## config.mk

```make
export PLATFORM = sky130hd
export DESIGN_NAME = multicycle_control_unit
export DESIGN_NICKNAME = d
export VERILOG_FILES = /design/src/rtl/multicycle_control_unit.sv
export SDC_FILE = /design/constraint.sdc
export NUM_CORES = 1
export LEC_CHECK = 0
export BUFFER_PORTS_ARGS = -buffer_cell sky130_fd_sc_hd__buf_2
export CAP_MARGIN = 30
export CORE_UTILIZATION = 49
export CTS_CLUSTER_SIZE = 8
export DETAILED_ROUTE_END_ITERATION = 8
export GPL_TIMING_DRIVEN = 0
export PLACE_DENSITY = 0.86
export SYNTH_ARGS = -nofsm -noshare
export SYNTH_HDL_FRONTEND = slang
export SYNTH_SLANG_ARGS = --single-unit
```

## constraint.sdc

```tcl
create_clock -name clock -period 2.1 [get_ports clock]
set_clock_uncertainty 0.2 [all_clocks]
set_input_delay 0.105 -clock clock [delete_from_list [all_inputs] [get_ports clock]]
set_output_delay 0.105 -clock clock [all_outputs]
set_load 0.005 [all_outputs]
```

## src/rtl/multicycle_control_unit.sv

```systemverilog
// Multi-cycle RV32I control unit. It latches the instruction word and steps through
// FETCH/DECODE/EXEC/MEM/WB/TRAP, driving the datapath controls for the current state.
//
// state  | meaning
// FETCH  | wait for imem_ready, latch instruction (wait-timeout to TRAP)
// DECODE | classify opcode; illegal goes to TRAP, or retires as a NOP
// EXEC   | ALU operation; branches and jumps load the PC here
// MEM    | data access, held until dmem_ready (wait-timeout to TRAP)
// WB     | regfile write; non-jumps load PC+4
// TRAP   | one-cycle trap pulse; PC loads the trap vector
module multicycle_control_unit #(
   parameter int MEM_TIMEOUT     = 16,
   parameter bit TRAP_ON_ILLEGAL = 1'b1
) (
   input  logic        clock,
   input  logic        reset_n,
   input  logic [31:0] Instruction,
   input  logic        imem_ready,
   input  logic        dmem_ready,
   input  logic        BrEq,
   input  logic        BrLT,
   output logic [3:0]  ALUop,
   output logic [2:0]  ImmSel,
   output logic        ASel,
   output logic        BSel,
   output logic        BrUn,
   output logic [1:0]  PCSel,
   output logic        PCWrite,
   output logic        IRWrite,
   output logic        wEn,
   output logic [1:0]  WBSel,
   output logic        MemEn,
   output logic        MemRW,
   output logic        trap,
   output logic [2:0]  state
);
   typedef enum logic [2:0] {
      S_FETCH  = 3'd0,
      S_DECODE = 3'd1,
      S_EXEC   = 3'd2,
      S_MEM    = 3'd3,
      S_WB     = 3'd4,
      S_TRAP   = 3'd5
   } state_t;

   localparam int CW = $clog2(MEM_TIMEOUT + 1);
   localparam logic [CW-1:0] CNT_LAST = CW'(MEM_TIMEOUT - 1);

   state_t        cur;
   logic [31:0]   ir;
   logic [CW-1:0] cnt;

   logic [6:0] opcode;
   logic [2:0] funct3;
   logic       f7b5, rd_zero;
   logic       is_r, is_i, is_ld, is_st, is_br, is_jal, is_jalr, is_lui, is_auipc;
   logic       is_jump, illegal, taken;
   logic [3:0] alu_f3;
   logic       unused_ir_bits;

   assign opcode   = ir[6:0];
   assign funct3   = ir[14:12];
   assign f7b5     = ir[30];
   assign rd_zero  = (ir[11:7] == 5'd0);
   assign unused_ir_bits = ^{ir[31], ir[29:15]};

   assign is_r     = (opcode == 7'b0110011);
   assign is_i     = (opcode == 7'b0010011);
   assign is_ld    = (opcode == 7'b0000011);
   assign is_st    = (opcode == 7'b0100011);
   assign is_br    = (opcode == 7'b1100011);
   assign is_jal   = (opcode == 7'b1101111);
   assign is_jalr  = (opcode == 7'b1100111);
   assign is_lui   = (opcode == 7'b0110111);
   assign is_auipc = (opcode == 7'b0010111);
   assign is_jump  = is_jal | is_jalr;
   assign illegal  = !(is_r | is_i | is_ld | is_st | is_br | is_jal | is_jalr | is_lui | is_auipc)
                     || (is_br && funct3[2:1] == 2'b01);

   always_comb begin
      taken = 1'b0;
      case (funct3)
         3'b000:         taken = BrEq;
         3'b001:         taken = !BrEq;
         3'b100, 3'b110: taken = BrLT;
         3'b101, 3'b111: taken = !BrLT;
         default:        taken = 1'b0;
      endcase
   end

   // funct7[5] selects SUB only for R-type; for shifts it selects SRA in both forms
   always_comb begin
      alu_f3 = 4'd0;
      case (funct3)
         3'b000:  alu_f3 = (is_r && f7b5) ? 4'd1 : 4'd0;
         3'b001:  alu_f3 = 4'd2;
         3'b010:  alu_f3 = 4'd3;
         3'b011:  alu_f3 = 4'd4;
         3'b100:  alu_f3 = 4'd5;
         3'b101:  alu_f3 = f7b5 ? 4'd7 : 4'd6;
         3'b110:  alu_f3 = 4'd8;
         default: alu_f3 = 4'd9;
      endcase
   end

   always_ff @(posedge clock or negedge reset_n) begin
      if (!reset_n) begin
         cur <= S_FETCH;
         ir  <= '0;
         cnt <= '0;
      end else begin
         case (cur)
            S_FETCH: begin
               if (imem_ready) begin
                  ir  <= Instruction;
                  cnt <= '0;
                  cur <= S_DECODE;
               end else if (cnt == CNT_LAST) begin
                  cnt <= '0;
                  cur <= S_TRAP;
               end else begin
                  cnt <= cnt + 1'b1;
               end
            end
            S_DECODE: begin
               if (illegal) cur <= TRAP_ON_ILLEGAL ? S_TRAP : S_FETCH;
               else         cur <= S_EXEC;
            end
            S_EXEC: begin
               cnt <= '0;
               if (is_br)              cur <= S_FETCH;
               else if (is_ld | is_st) cur <= S_MEM;
               else                    cur <= S_WB;
            end
            S_MEM: begin
               if (dmem_ready) begin
                  cnt <= '0;
                  cur <= is_st ? S_FETCH : S_WB;
               end else if (cnt == CNT_LAST) begin
                  cnt <= '0;
                  cur <= S_TRAP;
               end else begin
                  cnt <= cnt + 1'b1;
               end
            end
            default: cur <= S_FETCH;
         endcase
      end
   end

   assign state = cur;

   // Controls are gated by reset_n so every output is 0 while reset is held
   always_comb begin
      ALUop   = 4'd0;
      ImmSel  = 3'd0;
      ASel    = 1'b0;
      BSel    = 1'b0;
      BrUn    = 1'b0;
      PCSel   = 2'd0;
      PCWrite = 1'b0;
      IRWrite = 1'b0;
      wEn     = 1'b0;
      WBSel   = 2'd0;
      MemEn   = 1'b0;
      MemRW   = 1'b0;
      trap    = 1'b0;
      if (reset_n) begin
         if (cur inside {S_DECODE, S_EXEC, S_MEM, S_WB}) begin
            ALUop  = (is_r | is_i) ? alu_f3 : (is_lui ? 4'd10 : 4'd0);
            ImmSel = is_st ? 3'd1 : is_br ? 3'd2 : (is_lui | is_auipc) ? 3'd3 : is_jal ? 3'd4 : 3'd0;
            ASel   = is_br | is_jal | is_auipc;
            BSel   = !is_r && !illegal;
            BrUn   = is_br & funct3[1];
         end
         case (cur)
            S_FETCH:  IRWrite = imem_ready;
            S_DECODE: PCWrite = illegal && !TRAP_ON_ILLEGAL;
            S_EXEC: begin
               if (is_br) begin
                  PCWrite = 1'b1;
                  PCSel   = taken ? 2'd1 : 2'd0;
               end else if (is_jump) begin
                  PCWrite = 1'b1;
                  PCSel   = 2'd1;
               end
            end
            S_MEM: begin
               MemEn   = 1'b1;
               MemRW   = is_st;
               PCWrite = dmem_ready && is_st;
            end
            S_WB: begin
               wEn     = !rd_zero;
               WBSel   = is_ld ? 2'd0 : (is_jump ? 2'd2 : 2'd1);
               PCWrite = !is_jump;
            end
            S_TRAP: begin
               trap    = 1'b1;
               PCWrite = 1'b1;
               PCSel   = 2'd2;
            end
            default: ;
         endcase
      end
   end
endmodule

```

==> results of run 1 <==
cells by family (layout without fill, tap and decap cells):
kind of cell / Yosys count / in the layout / synth area share (%)
and+or+nand+nor: 75 / 75 / 25.2
AOI/OAI and AO/OA: 46 / 46 / 19.1
DFF: 24 / 24 / 36.8
muxes: 15 / 15 / 10.3
buffers and inverters: 15 / 94 / 4.14
xor gates and xnor gates: 4 / 4 / 2.15
adders and majority gates: 3 / 3 / 2.30
per-stage QoR:
| step | TNS [ns] | utilization, % | power (W) | cells | instance area, um2 |
|---|---|---|---|---|---|
| 3_5_place_dp | -0.0112 | 61.5 | 0.00202 | 270 | 1910 |
| 4_1_cts | -0.0712 | 71.7 | 0.00253 | 295 | 2220 |
| 6_report | -0.208 | 79.2 | 0.00299 | 305 | 2460 |
| 3_3_place_gp | -0.0224 | 61.5 | 0.00198 | 270 | 1910 |
| 2_1_floorplan | 0 | - | 0.00172 | 182 | 1630 |
| 5_1_grt | -0.889 | 79.2 | 0.00316 | 305 | 2460 |
state kept, by name (all words and copies together) (netlist names):
signal and cells:
state 3, cnt 5, ir 16
layer usage:
| metal | GRT usage [%] | up-vias | wire length, um |
|---|---|---|---|
| met3 | 4.76 | 30 | 431 |
| met2 | 46.2 | 133 | 3040 |
| met1 | 37.3 | 866 | 2210 |
| li1 | - | 830 | - |
| met5 | 0 | - | 0 |
| met4 | 17.9 | 0 | 282 |
cell usage after synthesis (6+ instances only):
cell and number:
nor2b_1 6, mux2_2 15, nand2_1 12, and3_1 7, nor2_1 14, nor3_1 6, a21oi_1 14, dfrtp_1 24
clkbuf_1 6, o21ai_0 10, nand3_1 9
how the worst max path moves through the flow:
stage              from      end  slack [ns]  cells after the start
2_1_floorplan  state[2]   ir[10]        0.17                      6
3_3_place_gp   state[2]   ir[10]      -0.007                      6
3_5_place_dp   state[2]   ir[14]       -0.01                      6
4_1_cts           ir[2]     BSel       -0.03                      6
5_1_grt        state[1]  PCWrite       -0.20                      5
6_report       state[1]  PCWrite       -0.10                      5
power by group through the flow:
stage          combinational (W)  sequential [W]  clock, W
2_1_floorplan           0.000903        0.000820         0
3_3_place_gp             0.00113        0.000851         0
3_5_place_dp             0.00115        0.000863         0
4_1_cts                  0.00133        0.000845  0.000350
5_1_grt                  0.00184        0.000932  0.000387
6_report                 0.00172        0.000912  0.000358
worst max-delay path, delay by kind of cell (launching register included):
kind | cells | cell delay [ns]
flip-flops | 1 | 0.53
AO/OA/AOI/OAI | 2 | 0.40
buffers and inverters | 2 | 0.34
AND/OR/NAND/NOR | 1 | 0.29
area by class of cell:
type | count | area, um2 | area share, %
buffer | 8 | 61.3 | 2.49
clock buffer | 3 | 22.5 | 0.916
clock inverter | 1 | 30.0 | 1.22
inverter | 4 | 15.0 | 0.611
multi-input combinational | 143 | 1110 | 45.0
sequential | 24 | 607 | 24.7
tap | 44 | 55.1 | 2.24
timing repair buffer | 78 | 561 | 22.8
what timing repair did:
item / CTS / global route
endpoints found under the hold margin: 44 / 0
hold buffers: 18 / 0
pin swaps: 1 / 13
gates cloned: 0 / 1
setup buffers: 5 / 9
resized for setup: 18 / 36
setup endpoints to repair: 20 / 20
==> run metrics, run 1 <==
Worst Setup Path Type register to output pin; area grow syn2layout 50.5%; CTS HTree Levels 1; Min Hold Slack 0.0626 ns; worst hold-check path type primary input to register; CP startpoint kind register; reg-to-reg setup timing slack 0.06 ns; Synth Cell Area 1630 um2; power density over the cells 1220 nW/um2; Post-synth EDFFs 0; Vias per Instance 6.10; Routed Antenna Nets 0; pin count of the biggest net entering global routing 25; hold endpoint cnt[2]; share of total power in sequential cells 30.5%; Critical Path RT 1.79 ns; ratio of final minimum period to clock period 105%; GR Util All Layers 29.2%; Die X 59.7 um; Worst-Skew Late Latency 0.34 ns; commonest cells after routing, fill and taps aside 44 x buf_2, 19 x dfrtp_1, 18 x dlygate4sd3_1; unrepaired setup endpoints after global routing yes; status finished, violations left; crit path DAT 1.90 ns; # nets final 303; crit path cell chain inv_1, nor3_2, o21ai_0, a31oi_1, buf_2; CTS tree built; clk slew on worst S/H paths 0.15 ns; core area 3100 um2; Worst-Margin Slew 0.485 ns; Max Cap Viol 0; DIE AREA 3570 um2; grt ovf 0; violated checks negative setup slack; vias in the first global route 1616; share of post-route cells with drive strength above 1 45.2%; Critical R2R Launch ir[0]; syn avg cell area 8.97 um2; DPL Wire Length 2820 um; Sw Ratio 43.4%; drt first pass iters 4; Final GP Congestion 0.939; most common cell after layout, fill and taps aside buf_2; DR WL/cell 19.6 um; Finish-stage setup viols 4; maximum vdd drop 0.649 mV; Die Ht 59.7 um; Clock Power Share 12.0%; Critical R2R Capture state[2]; final worst setup slack -0.100 ns; Vias 1859; combinational share of power 57.5%; CP max-delay cell dfrtp_2; CTS Sinks 24; Filler Cells Inserted 209; row cnt 20; Synth Instances 182; CTS Buf Count 3; max_slew headroom 67.4%; synth top area cells dfrtp_1 37%, mux2_2 10%, a21oi_1 4.3%; Syn. warnings 0; Initial Util 52.6%; Largest stage delay, worst path 0.53 ns; synth unique cells 43; Boundary Pins 61; Slew Limit Fails 0; first-pass GRT wire length 7540 um; n_diodes 0; hold path cells 4; antenna violations before repair 0; number of buffers added on ports 44; cell internal pwr 0.00169 W; net switching power 0.00130 W; Initial DRC Count 176; Post-Syn Nets 223; LEAKAGE 1.09 nW; Root Buffer clkbuf_4; FFs w/ async S/R, synth 100%; final hold vios 0; Clock Path Buffers 2; min cycle time layout 2.20 ns; top_reg_cell synth dfrtp_1; top cell type's share of synthesized area 36.8%; Yosys reg bits 24; cells on worst reg2reg path 6; endpoint class of the critical path output pin; Final Routed Wirelength 5970 um; Hold Startpoint imem_ready; worst-path maximum fanout 9; post-synthesis sequential area ratio 36.8%; drt drc 0; Yosys top cell by area dfrtp_1; Max Clk Rate 454 MHz; pre-CTS setup slack -0.0112 ns
Power figures use the tool's default switching activity.
==> run 2: changes to the inputs <==
- CORE_UTILIZATION: 49 -> 55
- CTS_BUF_LIST: not set -> sky130_fd_sc_hd__clkbuf_4 sky130_fd_sc_hd__clkbuf_8
- PLACE_DENSITY: 0.86 -> 0.94
- clock period: 2.1 -> 2.8 ns (I/O delays scaled with it)
==> run metrics, run 2 (synthesis gave the netlist of run 1 again) <==
Top reg by flops ir (unchanged); clk slew on worst S/H paths 0.15 ns (about the same); grt ovf 0 (unchanged); met2 usage 45.4% (was 46.2%); min cycle time layout 2.52 ns; cells on worst reg2reg path 6 (unchanged); Die Ht 56.5 um (was 59.7 um); n_diodes 0 (unchanged); Initial Util 58.7% (was 52.6%); DIE AREA 3190 um2 (was 3570 um2); Worst-Skew Late Latency 0.33 ns (was 0.34 ns); Final Routed Wirelength 4360 um (was 5970 um); drt first pass iters 5 (was 4); Critical Path RT 2.46 ns (was 1.79 ns); Hold Startpoint imem_ready (unchanged); Die X 56.5 um (was 59.7 um); status finished clean (was finished, violations left); CP startpoint kind register (unchanged); Max Clk Rate 397 MHz; Min Hold Slack 0.0653 ns (was 0.0626 ns); antenna violations before repair 0 (unchanged); Boundary Pins 61 (unchanged); final hold vios 0 (unchanged); busiest layer in global routing met2 (unchanged); M1 GR Usage 38.2% (was 37.3%); CTS tree built (unchanged); Global Route met3 Usage 3.92% (was 4.76%); Finish-stage setup viols 0 (was 4); Vias 1713 (was 1859); pin count of the biggest net entering global routing 32 (was 25); drt drc 0 (unchanged); CTS Buf Count 3 (unchanged); worst-path maximum fanout 7 (was 9); most common cell after layout, fill and taps aside buf_2 (unchanged); DPL Wire Length 2870 um (was 2820 um); hold endpoint cnt[2] (unchanged); hold path cells 4 (unchanged); number of buffers added on ports 44 (unchanged); reg-to-reg setup timing slack 0.54 ns (was 0.06 ns); Critical R2R Capture ir[13] (was state[2]); CTS Sinks 24 (unchanged); commonest cells after routing, fill and taps aside 46 x buf_2, 24 x dfrtp_1, 18 x dlygate4sd3_1 (was 44 x buf_2, 19 x dfrtp_1, 18 x dlygate4sd3_1); area grow syn2layout 30.3% (was 50.5%); Critical R2R Launch state[0] (was ir[0]); ratio of final minimum period to clock period 89.9%; LEAKAGE 0.983 nW (was 1.09 nW); row cnt 19 (was 20); first-pass GRT wire length 7190 um (was 7540 um); GR Util All Layers 28.3% (was 29.2%); vias in the first global route 1623 (was 1616); setup TNS 0 ns (was -0.208 ns); max reg flops 16 (unchanged); core area 2780 um2 (was 3100 um2); Clock Path Buffers 2 (unchanged); unrepaired setup endpoints after global routing no (was yes); Final GP Congestion 0.895 (was 0.939); power density over the cells 861 nW/um2 (was 1220 nW/um2); maximum vdd drop 0.588 mV (was 0.649 mV); DR WL/cell 15.6 um (was 19.6 um); worst hold-check path type primary input to register (unchanged); share of post-route cells with drive strength above 1 29.8% (was 45.2%); endpoint class of the critical path output pin (unchanged); max_slew headroom 68.3% (was 67.4%); Initial DRC Count 183 (was 176); Max Cap Viol 0 (unchanged); Vias per Instance 6.14 (was 6.10); # nets final 290 (was 303); Worst Setup Path Type register to output pin (unchanged); Routed Antenna Nets 0 (unchanged); crit path DAT 2.18 ns (was 1.90 ns); CTS HTree Levels 1 (unchanged); Worst-Margin Slew 0.473 ns (was 0.485 ns); Slew Limit Fails 0 (unchanged); Root Buffer clkbuf_4 (unchanged)
[run 2: cell count changes in the layout (fill, tap and decap cells not counted), sizes merged]
cell / delta
buf: -16
clkbuf: +3
[run 2: worst max path at each step]
| stage | cells past startpoint | startpoint | to | slack (ns) |
|---|---|---|---|---|
| 4_1_cts | 6 | reset_n | WBSel[0] | 0.20 |
| 5_1_grt | 6 | ir[6] | ALUop[0] | 0.18 |
| 2_1_floorplan | 6 | state[2] | ir[10] | 0.87 |
| 3_5_place_dp | 6 | state[2] | ir[10] | 0.67 |
| 3_3_place_gp | 6 | state[2] | ir[10] | 0.71 |
| 6_report | 6 | ir[6] | ALUop[0] | 0.28 |
[run 2: stage by stage]
step	instance area [um2]	cells	total power [W]	setup slack, ns	util, %
floorplan	1630	182	0.00129	0.874	-
global placement	1890	257	0.00148	0.713	68.0
detailed placement	1890	257	0.00152	0.670	68.0
CTS	2120	279	0.00180	0.200	76.4
global route	2130	279	0.00196	0.176	76.5
finish	2130	279	0.00183	0.283	76.5
[run 2: repair_timing]
item,4_1_cts,5_1_grt
hold buffers,18,0
endpoints found under the setup margin,0,1
buffers inserted,0,0
endpoints found under the hold margin,41,0
resized for setup,0,1
[run 2: area by class of cell]
class | instances | area (um2)
tap | 31 | 38.8
fill | 187 | 654
clock inverter | 1 | 30.0
buffer | 11 | 52.6
multi-input combinational | 143 | 965
inverter | 4 | 15.0
timing repair buffer | 62 | 403
clock buffer | 3 | 22.5
sequential | 24 | 601
[run 2: critical path: stages (launching register included)]
cell and delay, ns:
dfrtp_1 0.47, and3b_1 0.35, and2_1 0.17, clkbuf_1 0.26
nand2_1 0.14, a2111oi_2 0.29, buf_2 0.17
[run 2: where the power goes]
group	total [W]	internal [W]	leakage (nW)	switching [W]
clock network	0.000259	0.000145	0.0279	0.000114
registers	0.000651	0.000505	0.295	0.000146
logic	0.000921	0.000414	0.660	0.000507
[run 2: layer usage]
metal,vias up,share of wire (%),wire length [um]
li1,801,-,-
met1,807,42,1830
met2,93,49,2120
met3,12,7.3,316
met4,0,2.0,87
met5,-,0,0
